[src/rtl/alu_pkg.sv]
// -----------------------------------------------------------------------------
// alu_pkg
// Shared constants for the UART-to-ALU packet path.
//   alu_op_e        : opcodes understood by the ALU opcode units
//   HdrLen          : header size in bytes (opcode, reserved, length lo/hi)
//   MinPktLen       : smallest legal packet (header plus one 32-bit operand)
//   parser_state_e  : state encoding of alu_pkt_parser
//   is_known_op()   : true when an opcode byte maps to an ALU unit
// -----------------------------------------------------------------------------
package alu_pkg;

   typedef enum logic [7:0] {
      OpEcho = 8'hEC,
      OpAdd  = 8'hAD,
      OpMul  = 8'h88,
      OpDiv  = 8'h89
   } alu_op_e;

   localparam logic [15:0] HdrLen    = 16'd4;
   localparam logic [15:0] MinPktLen = 16'd8;

   typedef enum logic [2:0] {
      StOpcode   = 3'd0,
      StRsvd     = 3'd1,
      StLenLo    = 3'd2,
      StLenHi    = 3'd3,
      StFirst    = 3'd4,
      StPayload  = 3'd5,
      StDrain    = 3'd6,
      StWaitDone = 3'd7
   } parser_state_e;

   function automatic logic is_known_op(input logic [7:0] op);
      logic known;
      case (op)
         OpEcho, OpAdd, OpMul, OpDiv: known = 1'b1;
         default:                     known = 1'b0;
      endcase
      return known;
   endfunction

endpackage : alu_pkg

[src/rtl/alu_pkt_parser.sv]
// -----------------------------------------------------------------------------
// alu_pkt_parser
// Splits the UART byte stream into packets and forwards each payload to the
// ALU opcode units. Packet layout: opcode, reserved, length lo, length hi,
// payload. The length field counts every byte including the 4-byte header.
//
// Handshake: a byte moves on an interface in a cycle where its valid and its
// ready are both high at the rising clock edge. Valid never depends on ready
// from this block; ready may depend on valid only through pass-through.
//
// Ports
//   clk_i       : clock
//   rst_i       : asynchronous active-high reset
//   rx_valid_i  : UART byte valid
//   rx_data_i   : UART byte
//   rx_ready_o  : parser takes the UART byte this cycle
//   opcode_o    : opcode of the current packet, held until the next header
//   start_o     : one-cycle pulse alongside the first payload byte
//   len_o       : number of 32-bit operands in the payload
//   data_o      : payload byte to the ALU
//   valid_o     : payload byte valid to the ALU
//   ready_i     : ALU takes the payload byte
//   done_i      : ALU finished the current packet
//   err_o       : one-cycle pulse when a header is rejected
// -----------------------------------------------------------------------------
module alu_pkt_parser
   import alu_pkg::*;
(
   input  logic        clk_i,
   input  logic        rst_i,
   input  logic        rx_valid_i,
   input  logic [7:0]  rx_data_i,
   output logic        rx_ready_o,
   output logic [7:0]  opcode_o,
   output logic        start_o,
   output logic [15:0] len_o,
   output logic [7:0]  data_o,
   output logic        valid_o,
   input  logic        ready_i,
   input  logic        done_i,
   output logic        err_o
);

   parser_state_e state_q;
   logic [7:0]    len_lo_q;
   logic [15:0]   cnt_q;
   logic          err_q;

   logic          rx_fire;
   logic [15:0]   pkt_len;
   logic [15:0]   body_len;
   logic          len_ok;
   logic          last_byte;

   // Full length is only assembled while the MSB byte sits on rx_data_i.
   assign pkt_len  = {rx_data_i, len_lo_q};
   assign body_len = pkt_len - HdrLen;
   assign len_ok   = (pkt_len >= MinPktLen) && (pkt_len[1:0] == 2'b00);

   // body_len >= 4 on every accepted header, so the counter reaches 0 on a
   // transfer and is never decremented from 0.
   assign last_byte = (cnt_q == 16'd1);

   assign rx_fire  = rx_valid_i && rx_ready_o;
   assign err_o    = err_q;

   // Payload path is a zero-latency pass-through; every other state shows
   // an idle ALU interface.
   always_comb begin
      rx_ready_o = 1'b1;
      valid_o    = 1'b0;
      data_o     = 8'h00;
      start_o    = 1'b0;
      case (state_q)
         StFirst: begin
            rx_ready_o = ready_i;
            valid_o    = rx_valid_i;
            data_o     = rx_data_i;
            start_o    = rx_valid_i;
         end
         StPayload: begin
            rx_ready_o = ready_i;
            valid_o    = rx_valid_i;
            data_o     = rx_data_i;
         end
         StWaitDone: begin
            rx_ready_o = 1'b0;
         end
         default: begin
            rx_ready_o = 1'b1;
         end
      endcase
   end

   always_ff @(posedge clk_i or posedge rst_i) begin
      if (rst_i) begin
         state_q  <= StOpcode;
         opcode_o <= 8'h00;
         len_lo_q <= 8'h00;
         len_o    <= 16'h0000;
         cnt_q    <= 16'h0000;
         err_q    <= 1'b0;
      end else begin
         err_q <= 1'b0;
         case (state_q)
            StOpcode: begin
               if (rx_fire) begin
                  opcode_o <= rx_data_i;
                  state_q  <= StRsvd;
               end
            end
            StRsvd: begin
               if (rx_fire) state_q <= StLenLo;
            end
            StLenLo: begin
               if (rx_fire) begin
                  len_lo_q <= rx_data_i;
                  state_q  <= StLenHi;
               end
            end
            StLenHi: begin
               if (rx_fire) begin
                  if (!len_ok) begin
                     // Bad length: nothing trustworthy to drain, resync on
                     // the next byte as an opcode.
                     err_q   <= 1'b1;
                     state_q <= StOpcode;
                  end else if (is_known_op(opcode_o)) begin
                     len_o   <= body_len >> 2;
                     cnt_q   <= body_len;
                     state_q <= StFirst;
                  end else begin
                     // Unknown opcode with a sane length: swallow the payload
                     // so the stream stays aligned.
                     err_q   <= 1'b1;
                     cnt_q   <= body_len;
                     state_q <= StDrain;
                  end
               end
            end
            StFirst, StPayload: begin
               if (rx_fire) begin
                  cnt_q   <= cnt_q - 16'd1;
                  state_q <= last_byte ? StWaitDone : StPayload;
               end
            end
            StDrain: begin
               if (rx_fire) begin
                  cnt_q <= cnt_q - 16'd1;
                  if (last_byte) state_q <= StOpcode;
               end
            end
            StWaitDone: begin
               if (done_i) state_q <= StOpcode;
            end
            default: begin
               state_q <= StOpcode;
            end
         endcase
      end
   end

endmodule : alu_pkt_parser

[config.mk]
export PLATFORM = sky130hd
export DESIGN_NAME = alu_pkt_parser
export DESIGN_NICKNAME = d
export VERILOG_FILES = /design/src/rtl/alu_pkg.sv /design/src/rtl/alu_pkt_parser.sv
export SDC_FILE = /design/constraint.sdc
export NUM_CORES = 1
export LEC_CHECK = 0
export CORE_MARGIN = 4
export CORE_UTILIZATION = 30
export CTS_CLUSTER_SIZE = 8
export DETAILED_ROUTE_END_ITERATION = 6
export GPL_ROUTABILITY_DRIVEN = 0
export HOLD_SLACK_MARGIN = 0.12
export SYNTH_ARGS = -nofsm -noshare
export SYNTH_HDL_FRONTEND = slang
export SYNTH_SLANG_ARGS = --single-unit
[constraint.sdc]
create_clock -name clk_i -period 4.7 [get_ports clk_i]
set_clock_uncertainty 0.15 [all_clocks]
set_input_delay 0.94 -clock clk_i [delete_from_list [all_inputs] [get_ports clk_i]]
set_output_delay 0.94 -clock clk_i [all_outputs]
set_load 0.01 [all_outputs]
==> run_results.csv, run 1 <==
group,metric,value,unit
setup_path,critical_path.slowest_cell,"clkdlybuf4s50_1",
floorplanning,die_w,106,um
clock_network,cts_buffers,5,
hold_path,hp-class,"reg2reg",
finish,area_growth,22.9,%
grt,grt_max_degree,51,
clock_network,cts.sinks,50,
setup_path,cp.required,3.61,ns
drt,drtAntennaViolNets,0,
synth,yosys_warnings,0,
grt,grt.met2_usage,23.4,%
setup_path,critPathBufInv,2,
status,status,"finished, final reports clean",
floorplanning,num_io_pins,49,
grt,grt-ovfl-total,0,
timing,fin_tns_setup,0,ns
clock_network,cts.hold.buffers_added,0,
place,place_ws,0.948,ns
setup_path,timing.rr.start,"state_q[2]",
setup_path,crit_family,"buffers and inverters",
finish,fin_area,3580,sq um
setup_path,crit_chain,"clkdlybuf4s50_1 > nand2b_1 > nor2b_1 > clkdlybuf4s50_1",
timing,setup_viol_count_final,0,
setup_path,r2r-end,"len_o[3]",
drt,via_count,2457,
grt,met1_usage,19.6,%
drt,drtPass1Iterations,4,
finish,fin_nets,356,
synth,synthSimpleGateAreaFrac,20.6,%
clock_network,cts_tree,"done",
synth,synth-edff-count,0,
setup_path,critPathCaptureType,"output pin",
clock_network,cts_root_buf,"clkbuf_8",
synth,ys_ff_latch,50,
grt,top_usage_layer,"met2",
timing,fin_crit,3.52,ns
setup_path,crit_type,"in2out",
pwr,p_per_area,559,nW/um^2
setup_path,rrSetupSlack,1.96,ns
timing,slew_headroom,23.1,%
drt,routed_wl,7.76,mm
pwr,power_leakage,0.00140,uW
synth,synth_top_family_by_area,"simple AND/OR/NAND/NOR gates",
place,dpl.hpwl,5.72,mm
drt,drt_iter0_drc,207,
timing,period_share,74.9,%
synth,synth_compound_area_share,16.8,%
grt,gr-usage-met3,3.22,%
synth,synth_cell_types,51,
job,max_cap_violations,0,
clock_network,path_clk_slew,0.10,ns
place,place_area,3470,sq um
finish,fin_util,38.4,%
hold_path,min_delay_path_depth,1,
grt,antenna_found_initial,0,
clock_network,cts_setup_buffers,0,
finish,diodes,0,
floorplanning,die_h,106,um
drt,avgViaCountPerCell,5.24,
grt,grt_use_total,14.4,%
pwr,peakVddDrop,0.270,mV
synth,syn-instance-count,299,
synth,syn_avg_cell_area,9.73,sq um
clock_network,cts_buffer_depth,2,
drt,drc,0,
setup_path,crit_top_cell,"clkdlybuf4s50_1",
hold_path,min_to,"len_o[9]",
grt,grt_pass1_vias,2517,
synth,synth_xor_area_share,3.91,%
timing,slew_viol_final,0,
synth,synth.area.mux_share,9.76,%
floorplanning,start_util,31.2,%
finish,final_common_cell,"dfrtp_1",
finish,drive_gt1_share,12.4,%
timing,worstMarginPinSlew,1.15,ns
floorplanning,dieArea,11300,sq um
setup_path,crit_arrival,2.43,ns
timing,clock.fmax,284,MHz
floorplanning,core,9330,sq um
finish,mostFrequentLayoutCells,"dfrtp_1, clkdlybuf4s50_1, a21oi_1",
synth,synthArstFlopShare,100,%
setup_path,crit_path_start_kind,"primary input",
timing,final_hold_viol_count,0,
clock_network,cts_resized,0,
synth,yosys_most_used_dff,"dfrtp_1",
clock_network,htreeDepth,2,
timing,timing.final.ws_setup,1.18,ns
setup_path,cpPeakStageDelay,0.67,ns
synth,synth_fa_ha_area_share,1.72,%
grt,grt_pass1_wl,13.3,mm
setup_path,critPathMaxFanout,10,
synth,yosysSeqAreaShare,43.0,%
setup_path,ff2ff_path_depth,5,
timing,rsz0062_at_grt,"false",
drt,routedWlPerCell,16.5,um
clock_network,clk_latency,0.30,ns
pwr,power,2000,uW
place,io_buffers,46,
synth,synth_area,2910,sq um
floorplanning,placementRows,35,
hold_path,min_from,"len_o[9]",
-- layer usage --
layer / up-vias / wire length, um
met5: - / 0
met4: 0 / 121
met3: 8 / 526
met2: 79 / 3790
met1: 1193 / 3320
li1: 1177 / -
-- power by group --
group	leakage [uW]	total [uW]	switching [uW]	internal, uW
Sequential	0.000617	819	212	607
Combinational	0.000728	871	432	440
Clock	0.0000514	309	150	159
-- synthesized netlist by cell type (all sizes together), types with 2 or more instances --
| master | number | area (sq um) |
|---|---|---|
| a21oi | 21 | 105 |
| a221oi | 2 | 17.5 |
| a22o | 2 | 17.5 |
| a22oi | 6 | 45.0 |
| a31oi | 3 | 18.8 |
| a32oi | 2 | 17.5 |
| and2 | 10 | 62.6 |
| and3 | 2 | 12.5 |
| buf | 6 | 46.3 |
| clkbuf | 10 | 37.5 |
| dfrtp | 50 | 1250 |
| ha | 4 | 50.1 |
| inv | 10 | 37.5 |
| mux2 | 23 | 274 |
| nand2 | 16 | 60.1 |
| nand2b | 4 | 25.0 |
| nand3 | 9 | 45.0 |
| nand3b | 2 | 15.0 |
| nand4 | 5 | 31.3 |
| nand4b | 3 | 26.3 |
| nor2 | 21 | 81.3 |
| nor2b | 4 | 25.0 |
| nor3 | 11 | 60.1 |
| nor4 | 5 | 37.5 |
| o21a | 3 | 22.5 |
| o21ai | 17 | 85.1 |
| o22a | 5 | 43.8 |
| o22ai | 6 | 37.5 |
| o2bb2ai | 4 | 35.0 |
| or3 | 6 | 37.5 |
| or4 | 4 | 37.5 |
| or4b | 2 | 20.0 |
| xnor2 | 5 | 43.8 |
| xor2 | 8 | 70.1 |
-- stage by stage --
| step | hold WS [ns] | std cells |
|---|---|---|
| 2_1_floorplan | 0.298 | 300 |
| 3_3_place_gp | 0.328 | 461 |
| 3_5_place_dp | 0.337 | 461 |
| 4_1_cts | 0.363 | 469 |
| 5_1_grt | 0.377 | 469 |
| 6_report | 0.356 | 469 |
-- worst max-delay path by stage --
stage	start	end	slack [ns]	cells past startpoint
floorplan	rx_data_i[2]	len_o[0]	1.99	8
global placement	rx_valid_i	len_o[3]	1.04	6
detailed placement	rx_valid_i	len_o[3]	0.95	6
CTS	rx_valid_i	start_o	1.17	4
global route	rx_valid_i	len_o[3]	1.08	6
finish	rx_valid_i	start_o	1.18	4
-- sequential cells by signal, indices dropped and copies added, names as in the netlist --
name,cells
cnt_q,16
err_o,1
len_o,14
opcode_o,8
state_q,3
len_lo_q,8
-- logic make-up (layout without fill, tap and decap cells) --
family	after synthesis	count (layout)
compound gates	75	75
fa+ha+maj	4	4
flops	50	50
simple gates	106	106
other cells	1	2
xor+xnor	13	13
buf+inv	26	66
mux	24	24
-- area by class of cell --
| class | instances | area, sq um |
|---|---|---|
| well taps | 129 | 161 |
| repair buffers | 48 | 475 |
| flip-flops and latches | 50 | 1250 |
| clock buffers | 6 | 72.6 |
| inverters | 10 | 37.5 |
| multi-input cells | 224 | 1540 |
| fillers | 942 | 5750 |
| clock inverters | 2 | 37.5 |
(Power assumes the default switching activity.)
==> run 2, diff against run 1 <==
==> constraint.sdc (replaced) <==
create_clock -name clk_i -period 2.95 [get_ports clk_i]
set_clock_uncertainty 0.15 [all_clocks]
set_input_delay 0.59 -clock clk_i [delete_from_list [all_inputs] [get_ports clk_i]]
set_output_delay 0.59 -clock clk_i [all_outputs]
set_load 0.01 [all_outputs]
==> run 2 against run 1 <==
  * Global-route usage increased by 0.29 points
  * Critical path depth unchanged
  * Sequential share of layout area decreased by 1.5 points
  * Wire length increased by 3.5%
  * Sequential power increased by 55%
  * Hold slack got worse by 0.0063 ns
  * Power increased by 59%
  * Combinational power increased by 71%
  * Via count increased by 4.4%
  * Critical path type unchanged
  * Worst setup slack got worse by 1.0 ns
  * Critical endpoint is now data_o[0]
  * Core utilization increased by 1.8 points
==> run_results.csv, run 2 (synthesis results as in run 1) <==
group,metric,value,unit
status,status,"finished, final reports clean",
timing,period_share,94.4,%
clock_network,cts_setup_buffers,0,
job,max_cap_violations,0,
timing,worstMarginPinSlew,0.846,ns
setup_path,critPathCaptureType,"output pin",
timing,slew_headroom,43.2,%
place,io_buffers,46,
place,dpl.hpwl,6.12,mm
finish,fin_cells,493,
setup_path,cp.required,2.21,ns
clock_network,clk_latency,0.31,ns
floorplanning,num_io_pins,49,
clock_network,cts_root_buf,"clkbuf_8",
drt,routed_wl,8.04,mm
floorplanning,placementRows,35,
clock_network,cts.sinks,50,
finish,fin_nets,380,
pwr,p_seq_share,39.9,%
pwr,swShare,40.5,%
drt,avgViaCountPerCell,5.20,
drt,drtAntennaViolNets,0,
finish,drive_gt1_share,18.4,%
floorplanning,die_w,106,um
timing,fin_tns_setup,0,ns
pwr,p_comb_share,46.7,%
clock_network,cts.hold.buffers_added,0,
grt,antenna_found_initial,0,
finish,fillers,930,
pwr,pwr-share-clk,13.4,%
place,dp.cells,485,
grt,grt_use_total,14.7,%
finish,top_register,"cnt_q",
clock_network,htreeDepth,2,
clock_network,cts_buffers,5,
drt,via_count,2564,
grt,grt_pass1_vias,2529,
drt,drtPass1Iterations,4,
finish,diodes,0,
drt,routedWlPerCell,16.3,um
setup_path,worstSetupStartpoint,"rx_data_i[0]",
finish,mostFrequentLayoutCells,"dfrtp_1, clkdlybuf4s50_1, buf_4",
grt,grt_max_degree,20,
setup_path,timing.rr.start,"cnt_q[1]",
floorplanning,start_util,31.2,%
clock_network,cts_resized,0,
pwr,p_switching,1290,uW
timing,fin_crit,2.79,ns
hold_path,min_from,"cnt_q[14]",
clock_network,cts_tree,"done",
floorplanning,core,9330,sq um
finish,largestRegisters,"cnt_q: 16 flops, len_o: 14 flops",
finish,largest_reg_flops,16,
timing,rsz0062_at_grt,"false",
drt,drt_iter0_drc,161,
drt,drc,0,
pwr,peakVddDrop,0.459,mV
setup_path,crit_type,"in2out",
clock_network,cts_buffer_depth,2,
hold_path,hp-class,"reg2reg",
pwr,power,3180,uW
pwr,internal_power,1890,uW
timing,slew_viol_final,0,
timing,setup_viol_count_final,0,
setup_path,crit_arrival,2.05,ns
grt,grt_pass1_wl,13.4,mm
setup_path,crit_path_start_kind,"primary input",
timing,final_hold_viol_count,0,
clock_network,path_clk_slew,0.10,ns
setup_path,critPathMaxFanout,4,
finish,area_growth,28.5,%
pwr,power_leakage,0.00151,uW
pwr,p_per_area,850,nW/um^2
floorplanning,die_h,106,um
finish,final_common_cell,"dfrtp_1",
timing,clock.fmax,359,MHz
grt,grt-ovfl-total,0,
floorplanning,dieArea,11300,sq um
-- run 2: path summary, 6_finish.rpt --
check,endpoint,cells after the start,slack [ns]
min in group asynchronous,opcode_o[2],2,0.42
min,cnt_q[14],1,0.35
max,data_o[0],4,0.16
min reg2reg,cnt_q[14],1,0.35
max in group asynchronous,len_o[9],3,1.63
max reg2reg,state_q[1],7,0.57
-- run 2: stage by stage --
step                      util (%)  instance area, sq um  setup slack [ns]  hold slack [ns]
after floorplan                  -                  2910             0.587            0.298
after global placement        39.1                  3650             0.159            0.332
after detailed placement      39.1                  3650            0.0970            0.323
after CTS                     40.1                  3740             0.175            0.352
after global routing          40.1                  3740             0.132            0.361
final                         40.1                  3740             0.164            0.350
-- run 2: layer usage --
layer | track usage (%) | part of all wire [%] | wire [um] | vias up
met3 | 2.37 | 4.5 | 361 | 7
met4 | 3.84 | 0.95 | 76 | 0
met2 | 23.5 | 48 | 3880 | 80
li1 | - | - | - | 1217
met1 | 20.8 | 46 | 3720 | 1260
met5 | 0 | 0 | 0 | -
-- run 2: worst max-delay path, cell delays in order --
cell	delay, ns
clkdlybuf4s50_1	0.63
buf_4	0.18
and2_1	0.12
clkdlybuf4s50_1	0.53
-- run 2: final cells by class --
type,instances,area [sq um],share of cell area [%]
multi-input cells,224,1540,41.2
inverters,10,37.5,1.00
clock buffers,5,68.8,1.84
repair buffers,72,656,17.5
well taps,129,161,4.31
clock inverters,3,25.0,0.669
flip-flops and latches,50,1250,33.4
-- run 2: power groups by stage --
stage          clock (uW)  combinational [uW]  sequential [uW]
2_1_floorplan           0                 900             1240
3_3_place_gp            0                1470             1270
3_5_place_dp            0                1490             1280
4_1_cts               437                1490             1270
5_1_grt               457                1640             1320
6_report              426                1490             1270
==> run 3, diff against run 2 <==
--- a/config.mk
+++ b/config.mk
@@ -11,6 +11,8 @@
 export DETAILED_ROUTE_END_ITERATION = 6
 export GPL_ROUTABILITY_DRIVEN = 0
 export HOLD_SLACK_MARGIN = 0.12
+export MAX_ROUTING_LAYER = met4
+export SKIP_CTS_REPAIR_TIMING = 1
 export SYNTH_ARGS = -nofsm -noshare
 export SYNTH_HDL_FRONTEND = slang
 export SYNTH_SLANG_ARGS = --single-unit
==> run 3 against run 2 <==
  * Core utilization is the same
  * Worst setup slack lost 0.0017 ns
  * Global-route usage grew 0.41 points
  * Non-clock buffer count is the same
  * Count of clock-buffer cells in the layout is the same
  * Design area is the same
  * Sequential power is essentially flat
  * Clock power is essentially flat
  * Register-to-register slack is essentially flat
  * Sequential share of layout area is the same
  * First-iteration DRC count shrank 5.6%
  * Combinational power is essentially flat
  * Critical path type unchanged
  * Highest routed layer unchanged
==> run_results.csv, run 3 (synthesis results as in run 1) <==
group,metric,value,unit
status,status,"finished, final reports clean",
pwr,swShare,40.6,%
finish,fillers,930,
pwr,peakVddDrop,0.460,mV
floorplanning,die_h,106,um
finish,fin_nets,380,
job,max_cap_violations,0,
finish,mostFrequentLayoutCells,"dfrtp_1, clkdlybuf4s50_1, buf_4",
finish,largest_reg_flops,16,
drt,drtAntennaViolNets,0,
setup_path,cp.required,2.21,ns
timing,timing.final.ws_setup,0.162,ns
floorplanning,die_w,106,um
floorplanning,core,9330,sq um
place,place_ws,0.0970,ns
finish,final_common_cell,"dfrtp_1",
timing,fin_crit,2.79,ns
floorplanning,num_io_pins,49,
grt,grt_pass1_vias,2528,
timing,hold_ws,0.349,ns
grt,grt_pass1_wl,13.5,mm
finish,top_register,"cnt_q",
pwr,power_leakage,0.00151,uW
setup_path,crit_top_cell,"clkdlybuf4s50_1",
setup_path,critical_path.slowest_cell,"clkdlybuf4s50_1",
setup_path,crit_type,"in2out",
grt,grt_use_total,15.1,%
timing,fin_tns_setup,0,ns
setup_path,crit_arrival,2.05,ns
timing,clock.fmax,359,MHz
setup_path,crit_family,"buffers and inverters",
clock_network,cts_buffer_depth,2,
clock_network,clk_latency,0.31,ns
pwr,p_switching,1290,uW
hold_path,min_from,"cnt_q[14]",
drt,routedWlPerCell,16.3,um
clock_network,cts_tree,"done",
timing,final_hold_viol_count,0,
drt,drtPass1Iterations,4,
setup_path,worstSetupStartpoint,"rx_data_i[0]",
finish,area_growth,28.5,%
grt,grt_max_degree,20,
setup_path,timing.rr.start,"cnt_q[1]",
grt,antenna_found_initial,0,
timing,rsz0062_at_grt,"false",
grt,grt-ovfl-total,0,
clock_network,cts.sinks,50,
drt,avgViaCountPerCell,5.15,
floorplanning,placementRows,35,
clock_network,path_clk_slew,0.10,ns
place,io_buffers,46,
pwr,p_per_area,851,nW/um^2
pwr,pwr-share-clk,13.4,%
timing,slew_viol_final,0,
clock_network,cts_root_buf,"clkbuf_8",
drt,routed_wl,8.04,mm
setup_path,critPathMaxFanout,4,
timing,period_share,94.5,%
setup_path,crit_path_start_kind,"primary input",
timing,setup_viol_count_final,0,
setup_path,cpPeakStageDelay,0.63,ns
finish,diodes,0,
timing,slew_headroom,41.2,%
place,dpl.hpwl,6.12,mm
drt,via_count,2541,
hold_path,hp-class,"reg2reg",
setup_path,critPathCaptureType,"output pin",
pwr,p_seq_share,39.8,%
floorplanning,start_util,31.2,%
finish,drive_gt1_share,18.4,%
drt,drt_iter0_drc,152,
pwr,internal_power,1890,uW
drt,drc,0,
clock_network,htreeDepth,2,
clock_network,cts_buffers,5,
timing,worstMarginPinSlew,0.875,ns
finish,largestRegisters,"cnt_q: 16 flops, len_o: 14 flops",
floorplanning,dieArea,11300,sq um
setup_path,critPathBufInv,3,
setup_path,crit_chain,"clkdlybuf4s50_1 > buf_4 > and2_1 > clkdlybuf4s50_1",
pwr,p_comb_share,46.8,%
-- run 3: area by class of cell --
cell class | count | area [sq um] | area share (%)
multi-input combinational | 224 | 1540 | 41.2
sequential | 50 | 1250 | 33.4
timing repair buffer | 72 | 656 | 17.5
tap | 129 | 161 | 4.31
clock buffer | 5 | 68.8 | 1.84
inverter | 10 | 37.5 | 1.00
clock inverter | 3 | 25.0 | 0.669
-- run 3: metal layers --
metal	part of all wire, %	track usage (%)
met1	47	21.2
met2	47	23.5
met3	3.9	1.82
met4	1.3	3.84
met5	0	-
-- run 3: final timing paths --
kind,end,slack (ns),cells past startpoint
worst max-delay path,data_o[0],0.16,4
worst min-delay path,cnt_q[14],0.35,1
min in group asynchronous,opcode_o[2],0.42,2
max in group asynchronous,len_o[9],1.63,3
worst min register to register,cnt_q[14],0.35,1
worst max register to register,state_q[1],0.56,7
-- run 3: worst register-to-register path: stages, from the launching register on --
cell and delay [ns]:
dfrtp_1 0.43, inv_1 0.11, ha_1 0.15, or4b_2 0.58, or4_4 0.47, nor2_1 0.12
nand3_1 0.08, a22o_1 0.20
-- run 3: metrics by stage --
stage	std cells	instance area (sq um)	power (uW)	utilization (%)
2_1_floorplan	300	2910	2140	-
3_3_place_gp	485	3650	2740	39.1
3_5_place_dp	485	3650	2770	39.1
4_1_cts	493	3740	3200	40.1
5_1_grt	493	3740	3420	40.1
6_report	493	3740	3180	40.1
-- run 3: power by group through the flow --
stage | Combinational, uW | Sequential, uW | Clock (uW)
CTS | 1490 | 1270 | 437
global route | 1640 | 1320 | 457
global placement | 1470 | 1270 | 0
floorplan | 900 | 1240 | 0
finish | 1490 | 1270 | 427
detailed placement | 1490 | 1280 | 0
